File: src/rtl/morse_numero_decoder.sv
// ---------------------------------------------------------------------------
// morse_numero_decoder
//   Receive-side Morse digit decoder. Times each press of a single key,
//   classifies it as dot or dash, collects the 5-symbol pattern and, once the
//   key has been released for GAP_UNITS units, emits the decoded digit 0-9
//   with a one-cycle valid pulse (or a one-cycle error pulse).
//
// Ports
//   clock       in   1  single clock, rising edge
//   reset_n     in   1  asynchronous active-low reset
//   chave       in   1  raw key, 1 = pressed, asynchronous to clock
//   numero      out  4  last decoded digit (binary 0-9)
//   simbolos    out  5  last decoded pattern, [4] = first symbol, 1 = dash
//   valido      out  1  one-cycle pulse: numero/simbolos just updated
//   erro        out  1  one-cycle pulse: character rejected
//   dbg_state_o out  2  current FSM state (0 = IDLE, 1 = PRESS, 2 = GAP)
// ---------------------------------------------------------------------------
module morse_numero_decoder #(
    parameter int TICKS_PER_UNIT = 5000000,
    parameter int DOT_MAX_UNITS  = 2,
    parameter int LONG_UNITS     = 7,
    parameter int GAP_UNITS      = 3
) (
    input  logic       clock,
    input  logic       reset_n,
    input  logic       chave,
    output logic [3:0] numero,
    output logic [4:0] simbolos,
    output logic       valido,
    output logic       erro,
    output logic [1:0] dbg_state_o
);

    localparam int PW = (TICKS_PER_UNIT > 1) ? $clog2(TICKS_PER_UNIT) : 1;
    localparam int UW = $clog2(LONG_UNITS + 1);

    typedef enum logic [1:0] {
        IDLE  = 2'd0,
        PRESS = 2'd1,
        GAP   = 2'd2
    } state_t;

    state_t        state_q;
    logic          sync1_q;
    logic          key_s_q;
    logic          key_dly_q;
    logic [PW-1:0] pre_q;
    logic [PW-1:0] pre_d;
    logic [UW-1:0] units_q;
    logic [UW-1:0] units_d;
    logic [4:0]    sreg_q;
    logic [2:0]    nsym_q;
    logic          fault_q;

    logic          key_rise;
    logic          key_fall;
    logic          wrap;
    logic [UW-1:0] press_units;
    logic          sym_bit;
    logic          sym_long;
    logic          dec_ok;
    logic [3:0]    dec_num;

    assign dbg_state_o = state_q;

    always_comb begin
        key_rise = key_s_q & ~key_dly_q;
        key_fall = ~key_s_q & key_dly_q;
        wrap     = (pre_q == PW'(TICKS_PER_UNIT - 1));

        // Prescaler and unit counter restart on every key edge, so each
        // press and each gap is timed from its own start.
        pre_d   = pre_q;
        units_d = units_q;
        if (key_rise || key_fall) begin
            pre_d   = '0;
            units_d = '0;
        end else begin
            pre_d = wrap ? '0 : pre_q + PW'(1);
            if (wrap && (units_q < UW'(LONG_UNITS))) begin
                units_d = units_q + UW'(1);
            end
        end

        // On the fall cycle the unit that completes in this very cycle is
        // counted too, so a press of N*TICKS_PER_UNIT cycles reads as N units.
        press_units = units_q;
        if (wrap && (units_q < UW'(LONG_UNITS))) begin
            press_units = units_q + UW'(1);
        end
        sym_long = (press_units >= UW'(LONG_UNITS));
        sym_bit  = (press_units >= UW'(DOT_MAX_UNITS));

        dec_ok  = 1'b1;
        dec_num = 4'd0;
        case (sreg_q)
            5'b11111: dec_num = 4'd0;
            5'b01111: dec_num = 4'd1;
            5'b00111: dec_num = 4'd2;
            5'b00011: dec_num = 4'd3;
            5'b00001: dec_num = 4'd4;
            5'b00000: dec_num = 4'd5;
            5'b10000: dec_num = 4'd6;
            5'b11000: dec_num = 4'd7;
            5'b11100: dec_num = 4'd8;
            5'b11110: dec_num = 4'd9;
            default:  dec_ok  = 1'b0;
        endcase
    end

    always_ff @(posedge clock or negedge reset_n) begin
        if (!reset_n) begin
            sync1_q   <= 1'b0;
            key_s_q   <= 1'b0;
            key_dly_q <= 1'b0;
            pre_q     <= '0;
            units_q   <= '0;
            state_q   <= IDLE;
            sreg_q    <= 5'b00000;
            nsym_q    <= 3'd0;
            fault_q   <= 1'b0;
            numero    <= 4'd0;
            simbolos  <= 5'b11111;
            valido    <= 1'b0;
            erro      <= 1'b0;
        end else begin
            sync1_q   <= chave;
            key_s_q   <= sync1_q;
            key_dly_q <= key_s_q;
            pre_q     <= pre_d;
            units_q   <= units_d;
            valido    <= 1'b0;
            erro      <= 1'b0;

            case (state_q)
                IDLE: begin
                    if (key_rise) begin
                        state_q <= PRESS;
                    end
                end
                PRESS: begin
                    if (key_fall) begin
                        if (sym_long) begin
                            fault_q <= 1'b1;
                        end
                        sreg_q <= {sreg_q[3:0], sym_bit};
                        if (nsym_q < 3'd6) begin
                            nsym_q <= nsym_q + 3'd1;
                        end
                        state_q <= GAP;
                    end
                end
                GAP: begin
                    if (key_rise) begin
                        state_q <= PRESS;
                    end else if (units_q >= UW'(GAP_UNITS)) begin
                        if (!fault_q && (nsym_q == 3'd5) && dec_ok) begin
                            numero   <= dec_num;
                            simbolos <= sreg_q;
                            valido   <= 1'b1;
                        end else begin
                            erro <= 1'b1;
                        end
                        sreg_q  <= 5'b00000;
                        nsym_q  <= 3'd0;
                        fault_q <= 1'b0;
                        state_q <= IDLE;
                    end
                end
                default: state_q <= IDLE;
            endcase
        end
    end

endmodule

File: config.mk
export PLATFORM = sky130hd
export DESIGN_NAME = morse_numero_decoder
export DESIGN_NICKNAME = d
export VERILOG_FILES = /design/src/rtl/morse_numero_decoder.sv
export SDC_FILE = /design/constraint.sdc
export NUM_CORES = 1
export LEC_CHECK = 0
export BUFFER_PORTS_ARGS = -buffer_cell sky130_fd_sc_hd__clkbuf_2
export CAP_MARGIN = 20
export CORE_AREA = 2 2 85 108
export CTS_CLUSTER_SIZE = 25
export DETAILED_ROUTE_END_ITERATION = 6
export DIE_AREA = 0 0 87 110
export PLACE_DENSITY_LB_ADDON = 0.08
export SETUP_SLACK_MARGIN = 0.1
export SLEW_MARGIN = 0
export SYNTH_ARGS = -nofsm -noshare
export SYNTH_HDL_FRONTEND = slang
export SYNTH_SLANG_ARGS = --single-unit
export TNS_END_PERCENT = 30
File: constraint.sdc
create_clock -name clock -period 4.1 [get_ports clock]
set_clock_uncertainty 0.15 [all_clocks]
set_input_delay 0.41 -clock clock [delete_from_list [all_inputs] [get_ports clock]]
set_output_delay 0.41 -clock clock [all_outputs]
set_load 0.03 [all_outputs]
* Word level (Yosys, flattened, before mapping)
Index checks and enable logic that the tools add are counted.
** Storage, ports and cells
- Bits of input ports :: 3
- Word-level logic and storage cells :: 93
- Output and inout port bits :: 13
- Register bits :: 51
** Cells by class
- Bitwise logic cells :: 5
- Muxes and demuxes :: 33
- Reduce and logical (&&, ||, !) cells :: 14
- Order comparisons :: 5
- Equality and inequality tests :: 20
- $add $sub $neg :: 3
** Operators by type and width (number)
- 2-to-1 mux 23 bit :: 2
- case mux 4 bit (9 select lines) :: 1
- equality test 5 bit, second input constant :: 5
- adder 23 x 1 -> 23 bit, second input constant :: 1
- equality test 23 bit, second input constant :: 1
- 2-to-1 mux 3 bit :: 6
- 2-to-1 mux 5 bit :: 3
- 2-to-1 mux 1 bit :: 13
- inequality test 2 bit, second input constant :: 6
- case mux 5 bit (2 select lines) :: 1
- AND reduction 5 bit :: 2
- OR reduction 10 bit :: 1
- 2-to-1 mux 2 bit :: 4
- AND reduction 4 bit :: 2
- adder 3 x 1 -> 3 bit, second input constant :: 2
- >= comparator 3 x 2 -> 1 bit, second input constant :: 2
- < comparator 3 bit, second input constant :: 2
- case mux 2 bit (3 select lines) :: 1
- case mux 3 bit (2 select lines) :: 1
- equality test 5 x 1 -> 1 bit, second input constant :: 1
- equality test 5 x 2 -> 1 bit, second input constant :: 1
- equality test 5 x 3 -> 1 bit, second input constant :: 1
- equality test 5 x 4 -> 1 bit, second input constant :: 1
- zero test 5 bit :: 1
- 14 further kinds :: 19

* Longest topological paths before layout
Gate-level depths: netlist of run 1.
- Depth after elaboration :: 8
- Mapped depth :: 8
- Depth with buffers taken out :: 7

* Worst setup path after synthesis of run 1
No wires, ideal clock.
- Path type :: register to register
- Start :: reg units_q[0]
- End :: reg numero[0]
- Required time :: 3.825 ns
- Period minus slack after synthesis :: 2.190 ns
- Setup time :: 0.125 ns
- Slack :: 1.910 ns
- Stages on the path, launching flop included :: 9
- Buffers on the path :: 1
- Arrival time :: 1.915 ns
- Cell sequence :: dfrtp_1 -> ha_1 -> ha_1 -> a211o_1 -> and3_1 -> clkbuf_1 -> inv_1 -> nor2_8 -> mux2_4
** On the way
- Cells in the longest elaborated chain, start to end :: 2
** RTL lines
- start: declaration :: RTL line 49 : logic [UW-1:0] units_q;
- start signal: assignment :: RTL line 131 : units_q <= units_d;
- >= comparator 3 x 2 -> 1 bit :: RTL line 156 : end else if (units_q >= UW'(GAP_UNITS)) begin
- AND reduction 4 bit (no source line)
- end signal: assignment :: RTL line 158 : numero <= dec_num;
- end: declaration :: RTL line 27 : output logic [3:0] numero,
Every way passes these cells.
A chain may end at the register's enable or synchronous reset.

* Worst setup path in the final report of run 1
- Start :: reg pre_q[0]
- End :: reg pre_q[22]
** On the way
- Cells in the longest elaborated chain, start to end :: 3
- Elaborated cells on any way between the ends :: 4
- Classes of those cells :: add/sub: 1; eq/ne: 1; mux: 2
** RTL lines
- start: declaration :: RTL line 47 : logic [PW-1:0] pre_q;
- start signal: assignment :: RTL line 130 : pre_q <= pre_d;
- adder 23 x 1 -> 23 bit or equality test 23 bit (tied branches) :: RTL line 79, 69
- 2-to-1 mux 23 bit * :: RTL line 79 : pre_d = wrap ? '0 : pre_q + PW'(1);
- 2-to-1 mux 23 bit * :: RTL line 75 : if (key_rise || key_fall) begin
- named net pre_d[22] :: RTL line 48 : logic [PW-1:0] pre_d;
The timed path passes the listed nets; every way through them passes the cells marked *.

==> results of run 1 <==
[how the worst min path moves through the flow]
stage                      startpoint                         end  slack (ns)  cells after the start
global route                    chave           sync1_q$_DFF_PN0_        0.05                      1
floorplan                     reset_n  dbg_state_o[0]$_DFFE_PN0P_       -0.04                      0
CTS                             chave           sync1_q$_DFF_PN0_        0.04                      1
global placement    sync1_q$_DFF_PN0_           key_s_q$_DFF_PN0_        0.18                      0
detailed placement  sync1_q$_DFF_PN0_           key_s_q$_DFF_PN0_        0.20                      0
finish                        reset_n       numero[3]$_DFFE_PN0P_        0.06                      2
[Yosys cell counts, types with 2 or more instances]
library cell / n
a211o_1: 2
a21oi_1: 5
a31oi_1: 3
and3_1: 6
and4_1: 2
buf_2: 3
clkbuf_1: 4
dfrtp_1: 46
dfstp_2: 5
ha_1: 7
inv_1: 7
mux2_4: 9
nand2_1: 22
nand3_1: 15
nand4_1: 5
nor2_1: 34
nor2b_1: 2
nor3_1: 2
nor4_2: 2
o21ai_0: 3
o22ai_1: 4
o31ai_1: 2
o32ai_1: 2
xnor2_1: 6
xor2_1: 17
[flip-flops by register name, indices dropped and copies added, names as in the netlist]
register,count
pre_q,23
simbolos,5
sreg_q,5
numero,4
nsym_q,3
units_q,3
dbg_state_o,2
erro,1
fault_q,1
key_dly_q,1
key_s_q,1
sync1_q,1
valido,1
[layout make-up]
| cell class | count | share of cell area [%] |
|---|---|---|
| flip-flops and latches | 51 | 45.5 |
| multi-input cells | 171 | 41.4 |
| well taps | 100 | 4.44 |
| repair buffers | 16 | 2.93 |
| clock buffers | 5 | 2.44 |
| clock inverters | 3 | 2.40 |
| inverters | 7 | 0.932 |
[worst max-delay path, cell delays in order, from the launching register on]
cell and delay [ns]:
dfrtp_1 0.41, ha_1 0.25, nand2_1 0.11, nor4_2 0.40, nand3_1 0.21, nand2_1 0.62
nor2_1 0.11
[logic make-up after synthesis]
| group | count (synthesis) |
|---|---|
| and+or+nand+nor | 101 |
| DFF | 51 |
| AOI/OAI and AO/OA | 30 |
| xor gates and xnor gates | 23 |
| buffers and inverters | 14 |
| muxes | 10 |
| adders and majority gates | 7 |
[power by group]
part	internal (mW)	switching, mW
registers	0.527	0.0296
clock network	0.244	0.180
logic	0.0369	0.0635
total	0.807	0.273
[layer usage]
layer  share of wire (%)  up-vias
met4                 1.5        0
li1                    -      855
met3                 1.5        5
met2                  51       12
met1                  46      847
met5                   0        -
==> impl_metrics.csv, run 1 <==
group,metric,value,unit
finish,drive_gt1_share,17.8,%
global_routing,grtUsageTotal,11.3,%
detailed_routing,drtPass1Iterations,4,
yosys,synth_top_family_by_area,"simple AND/OR/NAND/NOR gates",
global_routing,grt_pass1_vias,1744,
outcome,status,"finished clean",
yosys,synth.distinct_cells,46,
cts,clock_sinks,51,
floorplanning,dieArea,0.00957,mm2
cts,clk_latency,0.31,ns
critical_path,crit_type,"flip-flop to flip-flop",
timing,finalSetupTns,0,ns
cts,cts_hold_buffers,0,
finish,final_cells,353,
floorplanning,chipWidth,87,um
global_routing,grtUsageMet1,13.5,%
critical_path,cp-start-kind,"flip-flop",
yosys,synth-simple-area-share,20.6,%
critical_path,cp-startpoint,"pre_q[0]$_DFF_PN0_",
detailed_routing,drt_iter0_drc,90,
yosys,syn-cell-area,0.00250,mm2
yosys,synthCells,236,
placed_design,gp_congestion,0.735,
yosys,synthArstFlopShare,100,%
placed_design,dp.cells,345,
timing,fin_crit_sh,58.7,%
finish,antenna_cells,0,
timing,slew_violations,0,
hold_path,min_path_type,"input pin to asynchronous set/reset pin",
cts,cts_tree,"yes",
floorplanning,start_util,29.4,%
power_and_ir_drop,total_power,1.08,mW
power_and_ir_drop,ir_drop,0.158,mV
detailed_routing,drc_errors,0,
yosys,seq_area_frac_synth,51.2,%
timing,holdWs,0.0586,ns
critical_path,crit_path_end,"pre_q[22]$_DFF_PN0_",
yosys,synth.mux.area_fraction,5.84,%
global_routing,grt_busiest_layer,"met2",
placed_design,port_buffers,15,
placed_design,placed_area,0.00268,mm2
finish,multiInputGateArea,0.00117,mm2
critical_path,r2r_slack,1.69,ns
yosys,syn_avg_cell_area,10.6,um2
yosys,synth_compound_area_share,8.59,%
detailed_routing,ant_nets,0,
finish,final_nets,262,
timing,fin_ws,1.69,ns
cts,clk_pin_slew,0.11,ns
timing,hold_viol,0,
run,max_cap_viol_count,0,
yosys,synth-seq-cells,51,
global_routing,grt_pass1_wl,8450,um
timing,rsz0062_at_grt,"no",
global_routing,use_met2,20.3,%
finish,syn_to_final_growth,12.5,%
power_and_ir_drop,p_leak,1.28,nW
yosys,syn_nets,246,
detailed_routing,wl_per_cell,14.1,um
finish,regArea,0.00128,mm2
finish,layout_commonest_cell,"dfrtp_1",
timing,period_needed,2.41,ns
floorplanning,die_h,110,um
detailed_routing,dr_total_vias,1719,
timing,relSlewSlack,31.6,%
yosys,synth.area.top_cells,"dfrtp_1, xor2_1, mux2_4",
yosys,synth-edff-count,0,
critical_path,rr_startpoint,"pre_q[0]$_DFF_PN0_",
critical_path,r2r_cells,6,
placed_design,post-place-ws,1.65,ns
floorplanning,coreArea,0.00851,mm2
finish,utilization,33.1,%
yosys,ys_warn_count,0,
yosys,synth_top_area_cell,"dfrtp_1",
timing,tightestPinTransition,1.02,ns
global_routing,antenna_found_initial,0,
cts,cts_setup_buffers,0,
cts,postCtsResizedCells,0,
critical_path,cp-end-kind,"flip-flop",
critical_path,r2r_end,"pre_q[22]$_DFF_PN0_",
timing,setup_violations,0,
critical_path,critPathRequiredTime,4.11,ns
finish,fill_cells,862,
floorplanning,io-pin-count,16,
cts,cts_made_buffers,5,
yosys,synth-xor-area-share,8.04,%
global_routing,grt_use_met3,2.23,%
cts,h-tree-depth,2,
power_and_ir_drop,pwr_density_cell,383,mW/mm2
floorplanning,rows,38,
finish,fin_area,0.00282,mm2
global_routing,grt_overflow,0,
detailed_routing,viasPerCell,4.87,
placed_design,dpl.hpwl,3460,um
detailed_routing,wirelength,4990,um
critical_path,critPathArrivalTime,2.42,ns
timing,fmax,415,MHz
global_routing,grt_max_degree,52,
finish,final_cell_mix,"dfrtp_1, nor2_1, nand2_1, xor2_1",
cts,max-clock-path-buffers,2,
yosys,synth-main-ff-cell,"dfrtp_1",
cts,cts_root_buf,"clkbuf_8",
yosys,yosysTopAreaCellShare,46.0,%
yosys,synth_adder_area_share,3.50,%
critical_path,cp_max_fo,22,
No activity file was read; power rests on OpenSTA's default activity.
==> run 2, diff against run 1 <==
ABC_AREA = 1   (was default)
CORE_AREA = 2 2 88 111   (was 2 2 85 108)
DIE_AREA = 0 0 90 113   (was 0 0 87 110)
clock period = 2.35 ns   (was 4.1 ns; I/O delays follow)
==> run 2 against run 1 <==
- via count increased by 17%
- hold slack improved by 0.14 ns
- final area grew 9.5%
- core utilization is 0.90 points higher
- first-iteration DRC count decreased by 31%
- worst setup slack worse by 1.3 ns
- critical path depth up 6
- highest routed layer unchanged
- wire length is 11% higher
- critical path type unchanged
==> impl_metrics.csv, run 2 <==
group,metric,value,unit
finish,fill_cells,998,
timing,relSlewSlack,55.6,%
finish,syn_to_final_growth,15.8,%
critical_path,crit_type,"flip-flop to flip-flop",
detailed_routing,drtPass1Iterations,4,
placed_design,port_buffers,15,
global_routing,grt_use_met3,2.13,%
timing,rsz0062_at_grt,"no",
hold_path,hold-path-cell-count,0,
finish,largest-register,"pre_q",
floorplanning,die_h,113,um
yosys,synth-seq-cells,51,
yosys,synth-main-ff-cell,"dfrtp_1",
critical_path,cp-end-kind,"flip-flop",
power_and_ir_drop,pwr_density_cell,658,mW/mm2
global_routing,antenna_found_initial,0,
yosys,yosysTopAreaCellShare,43.2,%
finish,final_nets,350,
hold_path,min_to,"key_s_q$_DFF_PN0_",
detailed_routing,ant_nets,0,
yosys,synth.distinct_cells,36,
floorplanning,io-pin-count,16,
detailed_routing,wirelength,5540,um
yosys,ys_warn_count,0,
floorplanning,dieArea,0.0102,mm2
timing,hold_viol,0,
yosys,syn-cell-area,0.00267,mm2
detailed_routing,dr_total_vias,2010,
global_routing,grtUsageTotal,11.8,%
timing,fin_crit_sh,82.7,%
critical_path,r2r_end,"pre_q[22]$_DFF_PN0_",
detailed_routing,drt_iter0_drc,62,
yosys,synth-edff-count,0,
floorplanning,coreArea,0.00908,mm2
cts,clock_sinks,51,
finish,top_regs,"pre_q x23, simbolos x5, sreg_q x5",
detailed_routing,viasPerCell,4.33,
yosys,synth.most_common_cell,"nand2_1",
detailed_routing,drc_errors,0,
critical_path,cp_max_fo,4,
cts,cts_made_buffers,5,
yosys,syn_avg_cell_area,8.44,um2
critical_path,r2r_cells,12,
finish,antenna_cells,0,
hold_path,worstHoldStart,"sync1_q$_DFF_PN0_",
finish,drive_gt1_share,15.8,%
detailed_routing,wl_per_cell,11.9,um
finish,largest_reg_flops,23,
yosys,seq_area_frac_synth,48.1,%
critical_path,cp-start-kind,"flip-flop",
cts,postCtsResizedCells,0,
timing,slew_violations,0,
global_routing,grtUsageMet1,14.2,%
cts,h-tree-depth,2,
finish,final_cell_mix,"nand2_1, inv_1, dfrtp_1, nor2_1, clkbuf_2",
placed_design,dpl.hpwl,4180,um
cts,cts_root_buf,"clkbuf_16",
yosys,synthArstFlopShare,100,%
timing,tightestPinTransition,0.666,ns
global_routing,use_met2,21.6,%
hold_path,min_path_type,"flip-flop to flip-flop",
finish,final_cells,464,
outcome,status,"finished clean",
timing,fmax,515,MHz
floorplanning,rows,39,
yosys,synth_top_area_cell,"dfrtp_1",
critical_path,rr_startpoint,"pre_q[0]$_DFF_PN0_",
global_routing,grt_busiest_layer,"met2",
cts,cts_setup_buffers,0,
power_and_ir_drop,ir_drop,0.300,mV
timing,finalSetupTns,0,ns
global_routing,grt_max_degree,52,
timing,period_needed,1.94,ns
floorplanning,start_util,29.4,%
global_routing,grt_pass1_wl,9650,um
finish,layout_commonest_cell,"nand2_1",
cts,cts_tree,"yes",
critical_path,critPathRequiredTime,2.38,ns
cts,cts_hold_buffers,2,
cts,clk_pin_slew,0.07,ns
yosys,syn_nets,326,
global_routing,grt_pass1_vias,2045,
critical_path,critPathArrivalTime,1.97,ns
power_and_ir_drop,p_leak,1.43,nW
cts,max-clock-path-buffers,2,
run,max_cap_viol_count,0,
global_routing,grt_overflow,0,
yosys,synth.area.top_cells,"dfrtp_1, nand2_1, inv_1",
placed_design,gp_congestion,0.760,
critical_path,r2r_slack,0.41,ns
cts,clk_latency,0.29,ns
floorplanning,chipWidth,90,um
yosys,synth_common_cells,"nand2_1, inv_1, dfrtp_1",
placed_design,dp.cells,454,
yosys,synthCells,316,
timing,setup_violations,0,
## run 2: where the power goes
part	internal, mW	leakage [nW]	switching (mW)
logic	0.0740	0.670	0.145
registers	0.931	0.677	0.0396
clock network	0.503	0.0838	0.338
total	1.51	1.43	0.523
## run 2: logic make-up (layout without fill, tap and decap cells)
family                     after synthesis  after routing  synth area share, %
AOI/OAI and AO/OA                       38             38                 8.82
xor gates and xnor gates                11             11                 3.61
adders and majority gates                7              7                 3.28
buffers and inverters                   55             80                 7.93
DFF                                     51             51                 48.1
muxes                                    2              2                0.844
and+or+nand+nor                        152            152                 27.4
## run 2: worst max-delay path, stage by stage, from the launching register on
cell and delay (ns):
dfrtp_1 0.40, ha_1 0.21, nand3_2 0.13, nor2_4 0.15
nand2_4 0.07, nor2_4 0.13, nand2_4 0.07, nor2_4 0.12
nand3_4 0.10, nor2_4 0.12, nand3_1 0.07, nand2_1 0.06
nor2_1 0.04
## run 2: per-stage QoR
step | hold WS [ns] | area, um2 | power [mW] | util (%) | setup WS [ns]
6_report | 0.203 | 3090 | 2.03 | 34.0 | 0.407
5_1_grt | 0.203 | 3090 | 2.14 | 34.0 | 0.128
4_1_cts | 0.199 | 3090 | 2.06 | 34.0 | 0.369
3_5_place_dp | 0.186 | 2900 | 1.21 | 31.9 | 0.390
3_3_place_gp | 0.186 | 2900 | 1.21 | 31.9 | 0.413
2_1_floorplan | -0.211 | 2670 | 1.13 | - | 0.546
## run 2: worst max path at each step
stage	slack, ns	to	cells after the start	start
after floorplan	0.55	pre_q[22]$_DFF_PN0_	12	pre_q[0]$_DFF_PN0_
after global placement	0.41	numero[1]$_DFFE_PN0P_	6	units_q[0]$_DFF_PN0_
after detailed placement	0.39	numero[0]$_DFFE_PN0P_	6	units_q[0]$_DFF_PN0_
after CTS	0.37	numero[0]$_DFFE_PN0P_	6	units_q[0]$_DFF_PN0_
after global routing	0.13	fault_q$_DFFE_PN0P_	12	pre_q[21]$_DFF_PN0_
final	0.41	pre_q[22]$_DFF_PN0_	12	pre_q[0]$_DFF_PN0_
## run 2: area by class of cell
| type | count | area [um2] | area share, % |
|---|---|---|---|
| well taps | 123 | 154 | 4.98 |
| repair buffers | 19 | 110 | 3.57 |
| clock buffers | 5 | 125 | 4.05 |
| clock inverters | 3 | 43.8 | 1.42 |
| multi-input cells | 210 | 1170 | 38.0 |
| flip-flops and latches | 51 | 1280 | 41.5 |
| inverters | 53 | 199 | 6.44 |
## run 2: routing by layer
| layer | up-vias | part of all wire, % |
|---|---|---|
| li1 | 1060 | - |
| met1 | 930 | 44 |
| met2 | 16 | 53 |
| met3 | 4 | 1.8 |
| met4 | 0 | 1.1 |
| met5 | - | 0 |
